## src/rtl/qif_pkg.sv

```systemverilog
// qif_pkg: shared definitions for the QIF synapse block.
//   - state_t / ST_* : FSM encoding for the step sequencer (IDLE -> ACCUM -> DONE)
//   - I_SYN_W, ACC_W : width of the synaptic current output and the accumulator
//   - sat8()         : clip a signed accumulator value to the signed 8-bit range
//   - is_clipped()   : flag telling whether sat8() changed the value
package qif_pkg;

  localparam int I_SYN_W = 8;
  localparam int ACC_W   = 12;

  typedef logic [1:0] state_t;

  localparam state_t ST_IDLE  = 2'd0;
  localparam state_t ST_ACCUM = 2'd1;
  localparam state_t ST_DONE  = 2'd2;

  // Clip to [-128, 127].
  function automatic logic [I_SYN_W-1:0] sat8(input logic signed [ACC_W-1:0] v);
    logic [I_SYN_W-1:0] r;
    if (v > 12'sd127) begin
      r = 8'h7F;
    end else if (v < -12'sd128) begin
      r = 8'h80;
    end else begin
      r = v[I_SYN_W-1:0];
    end
    return r;
  endfunction

  // High when the value lies outside the signed 8-bit range.
  function automatic logic is_clipped(input logic signed [ACC_W-1:0] v);
    logic r;
    if ((v > 12'sd127) || (v < -12'sd128)) begin
      r = 1'b1;
    end else begin
      r = 1'b0;
    end
    return r;
  endfunction

endpackage

```

## src/rtl/qif_weight_rf.sv

```systemverilog
// qif_weight_rf: NUM_IN x 8-bit signed weight register file.
// Ports:
//   clk, rst_n : clock, asynchronous active-low reset (clears every weight)
//   we         : write enable
//   waddr      : write index
//   wdata      : write value
//   raddr      : read index
//   rdata      : combinational read data
module qif_weight_rf
  import qif_pkg::*;
#(
  parameter int NUM_IN = 8,
  localparam int AW = (NUM_IN > 1) ? $clog2(NUM_IN) : 1
) (
  input  logic               clk,
  input  logic               rst_n,
  input  logic               we,
  input  logic [AW-1:0]      waddr,
  input  logic [I_SYN_W-1:0] wdata,
  input  logic [AW-1:0]      raddr,
  output logic [I_SYN_W-1:0] rdata
);

  logic [I_SYN_W-1:0] mem_r [NUM_IN];

  // Weight storage: single write port, cleared on reset.
  always_ff @(posedge clk or negedge rst_n) begin
    if (!rst_n) begin
      for (int i = 0; i < NUM_IN; i++) begin
        mem_r[i] <= '0;
      end
    end else begin
      if (we) begin
        mem_r[waddr] <= wdata;
      end
    end
  end

  assign rdata = mem_r[raddr];

endmodule

```

## src/rtl/qif_synapse.sv

```systemverilog
// qif_synapse: spike-driven synaptic current generator for a QIF neuron.
// Each tick the current leaks by i_syn >>> DECAY_SHIFT, then the weights of
// every line that spiked since the previous tick are summed in, one line per
// cycle, and the result is clipped to signed 8 bits.
// Ports:
//   clk, rst_n : clock, asynchronous active-low reset
//   en         : block enable (ticks ignored while low in IDLE)
//   tick       : time-step strobe
//   spike_in   : presynaptic spike pulses, bit i = line i
//   cfg_valid / cfg_ready / cfg_addr / cfg_data : weight write handshake
//   i_syn      : signed synaptic current, updated once per step
//   i_valid    : one-cycle pulse when i_syn updates
//   sat        : one-cycle pulse alongside i_valid when the update clipped
//   tick_ovr   : sticky, a tick arrived while a step was in progress
module qif_synapse
  import qif_pkg::*;
#(
  parameter int NUM_IN      = 8,
  parameter int DECAY_SHIFT = 3,
  localparam int AW = (NUM_IN > 1) ? $clog2(NUM_IN) : 1
) (
  input  logic               clk,
  input  logic               rst_n,
  input  logic               en,
  input  logic               tick,
  input  logic [NUM_IN-1:0]  spike_in,
  input  logic               cfg_valid,
  output logic               cfg_ready,
  input  logic [AW-1:0]      cfg_addr,
  input  logic [I_SYN_W-1:0] cfg_data,
  output logic [I_SYN_W-1:0] i_syn,
  output logic               i_valid,
  output logic               sat,
  output logic               tick_ovr
);

  localparam logic [AW-1:0] LAST_IDX = AW'(NUM_IN - 1);

  state_t                   state_r;
  state_t                   state_next_s;
  logic [AW-1:0]            idx_r;
  logic [NUM_IN-1:0]        pending_r;
  logic [NUM_IN-1:0]        snapshot_r;
  logic signed [ACC_W-1:0]  acc_r;
  logic [I_SYN_W-1:0]       i_syn_r;
  logic                     i_valid_r;
  logic                     sat_r;
  logic                     tick_ovr_r;
  logic                     cfg_ready_r;

  logic                     start_s;
  logic                     we_s;
  logic [I_SYN_W-1:0]       w_rd_s;
  logic signed [ACC_W-1:0]  i_syn_ext_s;
  logic signed [ACC_W-1:0]  decay_s;
  logic signed [ACC_W-1:0]  w_ext_s;

  assign start_s = (state_r == ST_IDLE) && tick && en;
  // cfg_ready is only ever high in IDLE, so weights cannot change mid-step.
  assign we_s    = cfg_valid && cfg_ready_r;

  assign i_syn_ext_s = {{(ACC_W-I_SYN_W){i_syn_r[I_SYN_W-1]}}, i_syn_r};
  assign decay_s     = i_syn_ext_s - (i_syn_ext_s >>> DECAY_SHIFT);
  assign w_ext_s     = {{(ACC_W-I_SYN_W){w_rd_s[I_SYN_W-1]}}, w_rd_s};

  qif_weight_rf #(
    .NUM_IN (NUM_IN)
  ) u_weight_rf (
    .clk   (clk),
    .rst_n (rst_n),
    .we    (we_s),
    .waddr (cfg_addr),
    .wdata (cfg_data),
    .raddr (idx_r),
    .rdata (w_rd_s)
  );

  // Step sequencer next-state logic.
  always_comb begin
    state_next_s = state_r;
    case (state_r)
      ST_IDLE: begin
        if (start_s) begin
          state_next_s = ST_ACCUM;
        end else begin
          state_next_s = ST_IDLE;
        end
      end
      ST_ACCUM: begin
        if (idx_r == LAST_IDX) begin
          state_next_s = ST_DONE;
        end else begin
          state_next_s = ST_ACCUM;
        end
      end
      ST_DONE: state_next_s = ST_IDLE;
      default: state_next_s = ST_IDLE;
    endcase
  end

  // State register and the registered write-accept flag.
  always_ff @(posedge clk or negedge rst_n) begin
    if (!rst_n) begin
      state_r     <= ST_IDLE;
      cfg_ready_r <= 1'b0;
    end else begin
      state_r     <= state_next_s;
      cfg_ready_r <= (state_next_s == ST_IDLE);
    end
  end

  // Spike capture: a spike landing in the tick cycle belongs to the next step.
  always_ff @(posedge clk or negedge rst_n) begin
    if (!rst_n) begin
      pending_r  <= '0;
      snapshot_r <= '0;
    end else begin
      if (start_s) begin
        snapshot_r <= pending_r;
        pending_r  <= spike_in;
      end else begin
        pending_r  <= pending_r | spike_in;
      end
    end
  end

  // Accumulator: load leaked current, then add one weight per cycle.
  always_ff @(posedge clk or negedge rst_n) begin
    if (!rst_n) begin
      acc_r <= '0;
      idx_r <= '0;
    end else begin
      case (state_r)
        ST_IDLE: begin
          if (start_s) begin
            acc_r <= decay_s;
            idx_r <= '0;
          end
        end
        ST_ACCUM: begin
          if (snapshot_r[idx_r]) begin
            acc_r <= acc_r + w_ext_s;
          end
          idx_r <= idx_r + AW'(1);
        end
        default: begin
          acc_r <= acc_r;
        end
      endcase
    end
  end

  // Output registers: i_syn only moves in DONE, so it holds between pulses.
  always_ff @(posedge clk or negedge rst_n) begin
    if (!rst_n) begin
      i_syn_r   <= '0;
      i_valid_r <= 1'b0;
      sat_r     <= 1'b0;
    end else begin
      if (state_r == ST_DONE) begin
        i_syn_r   <= sat8(acc_r);
        i_valid_r <= 1'b1;
        sat_r     <= is_clipped(acc_r);
      end else begin
        i_valid_r <= 1'b0;
        sat_r     <= 1'b0;
      end
    end
  end

  // Sticky overrun flag: enabled tick seen while a step is running.
  always_ff @(posedge clk or negedge rst_n) begin
    if (!rst_n) begin
      tick_ovr_r <= 1'b0;
    end else begin
      if (tick && en && (state_r != ST_IDLE)) begin
        tick_ovr_r <= 1'b1;
      end
    end
  end

  assign cfg_ready = cfg_ready_r;
  assign i_syn     = i_syn_r;
  assign i_valid   = i_valid_r;
  assign sat       = sat_r;
  assign tick_ovr  = tick_ovr_r;

endmodule

```

## config.mk

```make
export PLATFORM = sky130hd
export DESIGN_NAME = qif_synapse
export DESIGN_NICKNAME = d
export VERILOG_FILES = /design/src/rtl/qif_pkg.sv /design/src/rtl/qif_weight_rf.sv /design/src/rtl/qif_synapse.sv
export SDC_FILE = /design/constraint.sdc
export NUM_CORES = 1
export LEC_CHECK = 0
export BUFFER_PORTS_ARGS = -buffer_cell sky130_fd_sc_hd__buf_2
export CAP_MARGIN = 15
export CELL_PAD_IN_SITES_DETAIL_PLACEMENT = 1
export CELL_PAD_IN_SITES_GLOBAL_PLACEMENT = 1
export CORE_ASPECT_RATIO = 1.75
export CORE_MARGIN = 5
export CORE_UTILIZATION = 42
export DETAILED_ROUTE_END_ITERATION = 12
export MAX_ROUTING_LAYER = met4
export PLACE_DENSITY = 0.81
export SYNTH_ARGS = -nofsm -noshare
export SYNTH_HDL_FRONTEND = slang
export SYNTH_SLANG_ARGS = --single-unit
```

## constraint.sdc

```tcl
create_clock -name clk -period 7 [get_ports clk]
set_clock_uncertainty 0.2 [all_clocks]
set_input_delay 1.4 -clock clk [delete_from_list [all_inputs] [get_ports clk]]
set_output_delay 1.4 -clock clk [all_outputs]
set_load 0.1 [all_outputs]
```

Yosys cells after proc, flatten, opt, wreduce, memory -nomap -nowiden. Cells that the tools add are included.

Register bits after elaboration: 109. Bits of input ports: 24. Output and inout bits: 12. Word-level logic and storage cells: 70.

$add $sub $neg: 3. Order comparisons: 6. Equal/unequal tests: 5. Multiplexer cells: 22. Bitwise operators: 3. Reduce and logical (&&, ||, !) cells: 13.

Operator list (count): $bwmux 64 (1); $mux 8 (6); $bmux 8 s3 (1); $demux 8 s3 (1); $mux 12 (2); $pmux 12 s2 (1); $add 12x8->12 (1); $gt 12x8->1 const B (1); $lt 12x8->1 const B (1); $sub 8x5->9 (1); $ge 4x4->1 const B (2); $not 3->4 (2); $or 8x8->8 (1); $logic_and 1x1->1 (6); $pmux 3 s2 (1); $mux 1 (5); $logic_not 2->1 (2); $lt 3x4->1 const B (1); $lt 4x1->1 const B (1); $ne 2x2->1 const B (2); $pmux 2 s2 (1); $reduce_bool 2->1 (2); $add 3x1->3 const B (1); $bmux 1 s3 (1); other kinds (8) (8).

Logic depth before layout (Yosys ltp). Gate-level depths: netlist (run 1).

Depth after elaboration: 7. Gate-level depth with buffers: 13.

Hierarchy. Synthesis (run 1) repeated with hierarchy kept, for this count alone.

Cells, all modules: 453. Area total of the unflattened synthesis: 5617.9 µm².

Modules (own cells, without submodules): qif_weight_rf (instances 1, cells an instance 172, area each 2992.9 µm², sequential area each 1601.5 µm²); qif_synapse (instances 1, cells an instance 281, area each 2625.0 µm², sequential area each 1126.1 µm²).

Worst setup path after synthesis (run 1). Ideal clock, no wire load.

Path kind: reg-to-reg. Start: register idx_r[0]. End: register acc_r[11]. Setup time: 0.129 ns. Arrival time: 3.422 ns. Required time: 6.671 ns. Slack: 3.249 ns. Stages on the path, launching flop included: 12. Path buffers: 2. Clock period less this slack: 3.751 ns. Path through: dfrtp_1 buf_6 buf_1 mux4_2 mux2_2 ha_1 a21oi_1 a21boi_0 nand3_1 nand2_1 mux2_2 a2111o_1.

Longest elaborated chain between the ends: 7. Elaborated cells on any way between the ends: 11. Classes of those cells: add/sub: 1; eq/ne: 1; mux: 7; bitwise: 1; reduce/logical: 1.

RTL lines: start: declaration (RTL line qif_synapse.sv:41) `logic [AW-1:0] idx_r;`; start signal: assignment (RTL line qif_synapse.sv:144) `idx_r <= idx_r + AW'(1);`; $not 3->4 (not written as such) (RTL line qif_weight_rf.sv:39) `assign rdata = mem_r[raddr];`; $bmux 8 s3 (RTL line qif_weight_rf.sv:39); $mux 8 (not written as such) (2 in series) (RTL line qif_weight_rf.sv:39); $add 12x8->12 (RTL line qif_synapse.sv:142) `acc_r <= acc_r + w_ext_s;`; $mux 12 (RTL line qif_synapse.sv:141) `if (snapshot_r[idx_r]) begin`; $pmux 12 s2 (RTL line qif_synapse.sv:133) `case (state_r)`; end signal: assignment (RTL line qif_synapse.sv:136) `acc_r <= decay_s;`; end signal: assignment (RTL line qif_synapse.sv:142); end signal: assignment (RTL line qif_synapse.sv:147) `acc_r <= acc_r;`; end: declaration (RTL line qif_synapse.sv:44) `logic signed [ACC_W-1:0] acc_r;`.

Parallel ways exist; a longest one is shown, timed or not. The select of a mux whose other input is x is not followed. A chain may end at the register's enable or synchronous reset.

Worst setup path in the final report (run 1).
Start: register idx_r[0]. End: register acc_r[10].

The elaborated chain is that of the path after synthesis.

==> results.cfg, run 1 <==
[status]
status = completed

[timing]
rsz0062_at_grt = false
setup_violations = 0
slew_headroom_pct = 32.35
tns_ps = 0
period_share_pct = 55.01
layout_min_cycle_time_ps = 3851
slew_viol_final = 0
hold_viol_final = 0
clock.fmax_mhz = 259.7
worst_slew_pin_slew_ps = 1011

[synth]
seq_area_frac_synth_pct = 49.29
synth_area_mm2 = 0.005534
syn_inst = 460
syn-num-nets = 506
yosysUniqueCellTypes = 45
syn_avg_cell_area_um2 = 12.03
synthFlopType = dfrtp_1
async_flop_share_pct = 100.0
ys_seq_elements = 109
synth_edf_count = 0
yosys_warnings = 0

[setup_path]
worst_ep_required_time_ps = 7020
criticalPathCategory = reg -> reg
crit_path_start_kind = register
cp_data_arrival_time_ps = 3870
crit_path_max_fanout = 20
cp-end-kind = register

[flow_run]
drv_cap = 0

[floorplanning]
die_w_um = 96.77
die_area_mm2 = 0.01566
rows = 55
die_y_um = 161.9
start_util_pct = 42.78
ioPinCount = 36
core_area_mm2 = 0.01294

[detailed_routing]
routed_wl_um = 13760
drtPass1Iterations = 4
routedWlPerCell_um = 20.48
viasPerCell = 5.692
drt_iter0_markers = 212
ant_nets = 0
vias = 3825
drc = 0

[clock_tree]
cts_tree = done
cts.sinks = 109
clock_path_buffers = 2
hold_buffers = 0
cts.repair.resized = 0
postCtsSetupBuffers = 0
cts_buffers = 9
htree_levels = 3
clock_latency_ps = 340
clk_pin_slew_ps = 70
clock_tree.root_cell = clkbuf_16

[placement]
dp_hpwl_um = 9911
port_buffers = 35
gp_congestion = 0.7919

[final_layout]
drive_above_1_share_pct = 26.95
antenna_cells = 0
fin_nets = 542
syn_to_final_growth_pct = 11.78

[worst_hold_path]
hold_path_class = reg -> reg

[global_routing]
grt_pass1_wl_um = 22850
antenna_found_initial = 0
track_usage_pct = 18.85
grt_max_degree = 81
grt_pass1_vias = 4411
grt_overflow = 0
==> metal layers <==
metal | up-vias | GRT usage [%] | routed length, um | part of all wire [%]
li1 | 1751 | - | - | -
met3 | 45 | 2.278 | 351 | 2.6
met1 | 1949 | 19.86 | 5297 | 38
met4 | 0 | 9.904 | 599 | 4.4
met5 | - | - | 0 | 0
met2 | 80 | 34.25 | 7512 | 55
==> cell type report <==
cell class | count | area (um2)
clock buffers | 11 | 232.7
clock inverters | 5 | 60.06
fillers | 1411 | 6751
inverters | 13 | 48.80
multi-input cells | 324 | 2698
flip-flops and latches | 109 | 2728
well taps | 171 | 214.0
repair buffers | 39 | 205.2
==> through the flow <==
| stage | area (um2) | hold WS [ps] | std cells | utilization [%] | worst slack, ps |
|---|---|---|---|---|---|
| global route | 6186 | 304.0 | 672 | 47.81 | 2974 |
| CTS | 6181 | 277.0 | 671 | 47.78 | 3109 |
| finish | 6186 | 274.2 | 672 | 47.81 | 3149 |
| detailed placement | 5888 | 259.4 | 655 | 45.51 | 3144 |
| global placement | 5888 | 253.6 | 655 | 45.51 | 3366 |
| floorplan | 5534 | 237.3 | 460 | - | 3249 |
==> worst paths after layout <==
| path | from | end | slack [ps] | cells past startpoint |
|---|---|---|---|---|
| max in group asynchronous | rst_n | u_weight_rf.mem_r[23]$_DFFE_PN0P_ | 4470 | 2 |
| min | snapshot_r[0]$_DFFE_PN0P_ | snapshot_r[0]$_DFFE_PN0P_ | 270 | 2 |
| max reg2reg | idx_r[0]$_DFFE_PN0P_ | acc_r[10]$_DFFE_PN0P_ | 3150 | 12 |
| min reg2reg | snapshot_r[0]$_DFFE_PN0P_ | snapshot_r[0]$_DFFE_PN0P_ | 270 | 2 |
| min in group asynchronous | rst_n | i_valid$_DFF_PN0_ | 780 | 1 |
| max | idx_r[0]$_DFFE_PN0P_ | acc_r[10]$_DFFE_PN0P_ | 3150 | 12 |
==> cells in the mapped netlist, types with 2 or more instances <==
cell type	instances	share of area (%)
a211oi_1	2	0.27
a21boi_0	2	0.27
a21o_1	12	1.6
a21oi_1	22	2.0
a31oi_1	2	0.23
and3_1	2	0.23
clkbuf_1	12	0.81
dfrtp_1	109	49
fa_1	2	0.72
ha_1	20	4.5
inv_1	13	0.88
mux2_2	71	14
mux2i_1	4	0.72
mux4_1	8	3.8
mux4_2	10	4.1
nand2_1	48	3.3
nand2b_1	8	0.90
nand3_1	5	0.45
nand3b_1	4	0.54
nor2_1	26	1.8
nor2b_1	4	0.45
nor3_1	7	0.63
nor4_1	2	0.23
o211ai_1	2	0.27
o21a_1	7	0.95
o21ai_0	29	2.6
o31a_1	2	0.32
o31ai_1	3	0.41
or3_1	4	0.45
xnor2_1	3	0.47
==> cells by family after synthesis <==
family | synth area share, %
and+or+nand+nor | 9.134
buffers and inverters | 1.967
AOI/OAI and AO/OA | 10.42
DFF | 49.29
muxes | 23.31
adders and majority gates | 5.245
xor gates and xnor gates | 0.6332
==> worst max-delay path: stages (launching register included) <==
cell      delay (ps)
dfrtp_1          380
buf_4            350
mux4_1           600
mux2_2           300
ha_1             220
inv_1             80
fa_1             190
nand2b_1         160
a21oi_1          130
o41ai_1          550
o21ai_0          250
xnor2_1          190
o21ai_0          110
==> sequential cells by signal, indices dropped and copies added, names as in the netlist <==
signal,cells
u_weight_rf.mem_r,64
acc_r,12
i_syn,8
pending_r,8
snapshot_r,8
idx_r,3
state_r,2
cfg_ready,1
i_valid,1
sat,1
tick_ovr,1
==> layout by cell type, fill, tap and decap left out, drive strengths merged, types with 4 or more instances in the layout <==
master and n:
a21o 12, a21oi 22, buf 38, clkbuf 12, dfrtp 109, ha 20
inv 14, mux2 72, mux2i 4, mux4 18, nand2 48, nand2b 8
nand3 5, nand3b 4, nor2 26, nor2b 4, nor3 7, o21a 7
o21ai 29, or3 4
Power of run 1 is left out: the tool's default activity adds up to more than one toggle a clock period on the data nets, which glitch-free logic cannot reach.
==> run 2: changes to the inputs <==
==> constraint.sdc (replaced) <==
create_clock -name clk -period 3.75 [get_ports clk]
set_clock_uncertainty 0.2 [all_clocks]
set_input_delay 0.75 -clock clk [delete_from_list [all_inputs] [get_ports clk]]
set_output_delay 0.75 -clock clk [all_outputs]
set_load 0.1 [all_outputs]
==> run 2 against run 1 <==
Against the previous run:
- non-clock buffer count is 8 higher
- critical path depth is 1 higher
- hold slack worse by 220 ps
- worst setup slack worse by 3100 ps
- cell area is 1.9% higher
- die area stayed put
- global-route usage is 0.20 points lower
- sequential cell count stayed put
- sequential share of layout area is 0.84 points lower
- critical path type unchanged
- critical endpoint unchanged
==> results.cfg, run 2 (synthesized netlist as in run 1, its figures left out) <==
[setup_path]
crit_path_max_fanout = 16
crit_path_start_kind = register
cp-end-kind = register
cp_common_cell = o21ai_0
cpLargestDelayFamily = multiplexers
cp_data_arrival_time_ps = 3730
worst-path-buf-inv = 3
worstReg2RegEnd = acc_r[10]$_DFFE_PN0P_
rrSetupSlack_ps = 90
r2r_start = idx_r[0]$_DFFE_PN0P_
r2r_cells = 13
path_cells = buf_12 > mux4_1 > mux2_2 > ha_1 > inv_1 > fa_1 > nand2b_2 > a21oi_1 > o41ai_2 > buf_4 > o21ai_0 > xnor2_1 > o21ai_0
worst_ep_required_time_ps = 3820
critPathSlowestCell = mux4_1
cpPeakStageDelay_ps = 560
criticalPathCategory = reg -> reg

[timing]
layout_min_cycle_time_ps = 3662
clock.fmax_mhz = 273.1
slew_viol_final = 0
period_share_pct = 97.64
setup_violations = 0
slew_headroom_pct = 37.49
hold_viol_final = 0
worst_slew_pin_slew_ps = 934.2

[final_layout]
largest_registers = u_weight_rf.mem_r x64, acc_r x12
largest_reg_flops = 64
fin_nets = 550
drive_above_1_share_pct = 28.88
final_cells = 680
multiInputGateArea_mm2 = 0.002708
layout_commonest_cell = dfrtp_1
final_area_mm2 = 0.006306
fillers = 1408
regArea_mm2 = 0.002728
antenna_cells = 0
top_register = u_weight_rf.mem_r
syn_to_final_growth_pct = 13.95
layout_common_cells = dfrtp_1, mux2_2, nand2_1

[floorplanning]
core_area_mm2 = 0.01294
rows = 55
start_util_pct = 42.78
die_y_um = 161.9
ioPinCount = 36
die_area_mm2 = 0.01566
die_w_um = 96.77

[flow_run]
drv_cap = 0

[clock_tree]
clock_tree.root_cell = clkbuf_16
cts_tree = done
htree_levels = 3
cts_buffers = 9
clock_path_buffers = 2
clock_latency_ps = 350
cts.sinks = 109
clk_pin_slew_ps = 80

[placement]
place_inst = 662
port_buffers = 35
dp_hpwl_um = 9773
placed_cell_area_mm2 = 0.005953
gp_congestion = 0.9111

[detailed_routing]
drtPass1Iterations = 4
routed_wl_um = 13570
ant_nets = 0
viasPerCell = 5.604
vias = 3811
drt_iter0_markers = 160
drc = 0
routedWlPerCell_um = 19.95

[global_routing]
grt_pass1_wl_um = 22760
antenna_found_initial = 0
track_usage_pct = 18.65
grt_pass1_vias = 4407
grt_max_degree = 87
grt_overflow = 0

[status]
status = completed

[worst_hold_path]
hold_path_class = in -> async
run 2: worst register-to-register path: cells and delay by family (launching register included):
family / cells / cell delay, ps
AOI/OAI and AO/OA: 4 / 770
xor gates and xnor gates: 1 / 130
adders and majority gates: 2 / 500
buffers and inverters: 3 / 480
DFF: 1 / 410
muxes: 2 / 890
and+or+nand+nor: 1 / 200
run 2: repair_timing:
item,4_1_cts,5_1_grt
resized for setup,1,2
pin swaps,0,1
hold buffers,0,0
setup buffers,0,1
endpoints found under the setup margin,2,2
cloned,0,0
run 2: area by class of cell:
class	instances	area share (%)
clock buffer	9	3.571
sequential	109	43.25
clock inverter	7	1.310
multi-input combinational	324	42.94
tap	171	3.393
inverter	13	0.7738
timing repair buffer	47	4.762
run 2: worst max path at each step:
stage | startpoint | to | slack, ps | cells after the start
after floorplan | idx_r[0]$_DFFE_PN0P_ | acc_r[11]$_DFFE_PN0P_ | 240 | 11
after global placement | idx_r[0]$_DFFE_PN0P_ | acc_r[10]$_DFFE_PN0P_ | 210 | 13
after detailed placement | idx_r[0]$_DFFE_PN0P_ | acc_r[10]$_DFFE_PN0P_ | 40 | 13
after CTS | idx_r[0]$_DFFE_PN0P_ | acc_r[10]$_DFFE_PN0P_ | 130 | 13
after global routing | idx_r[0]$_DFFE_PN0P_ | acc_r[10]$_DFFE_PN0P_ | -30 | 13
final | idx_r[0]$_DFFE_PN0P_ | acc_r[10]$_DFFE_PN0P_ | 90 | 13
run 2: metal layers:
metal / routed length [um] / global-route usage [%] / vias up
met3: 224 / 2.063 / 28
met5: 0 / - / -
met4: 516 / 9.329 / 0
li1: - / - / 1766
met1: 5323 / 19.91 / 1965
met2: 7505 / 33.96 / 52
run 2: through the flow:
step / utilization, % / hold WS [ps] / worst slack (ps) / TNS, ps
6_report: 48.74 / 58.85 / 88.46 / 0
4_1_cts: 48.45 / 279.7 / 125.7 / 0
3_5_place_dp: 46.02 / 260.5 / 44.21 / 0
3_3_place_gp: 46.02 / 249.1 / 214.1 / 0
5_1_grt: 48.74 / 69.72 / -25.72 / -33.76
2_1_floorplan: - / 237.3 / 244.8 / 0
Power of run 2 is left out for the same reason.
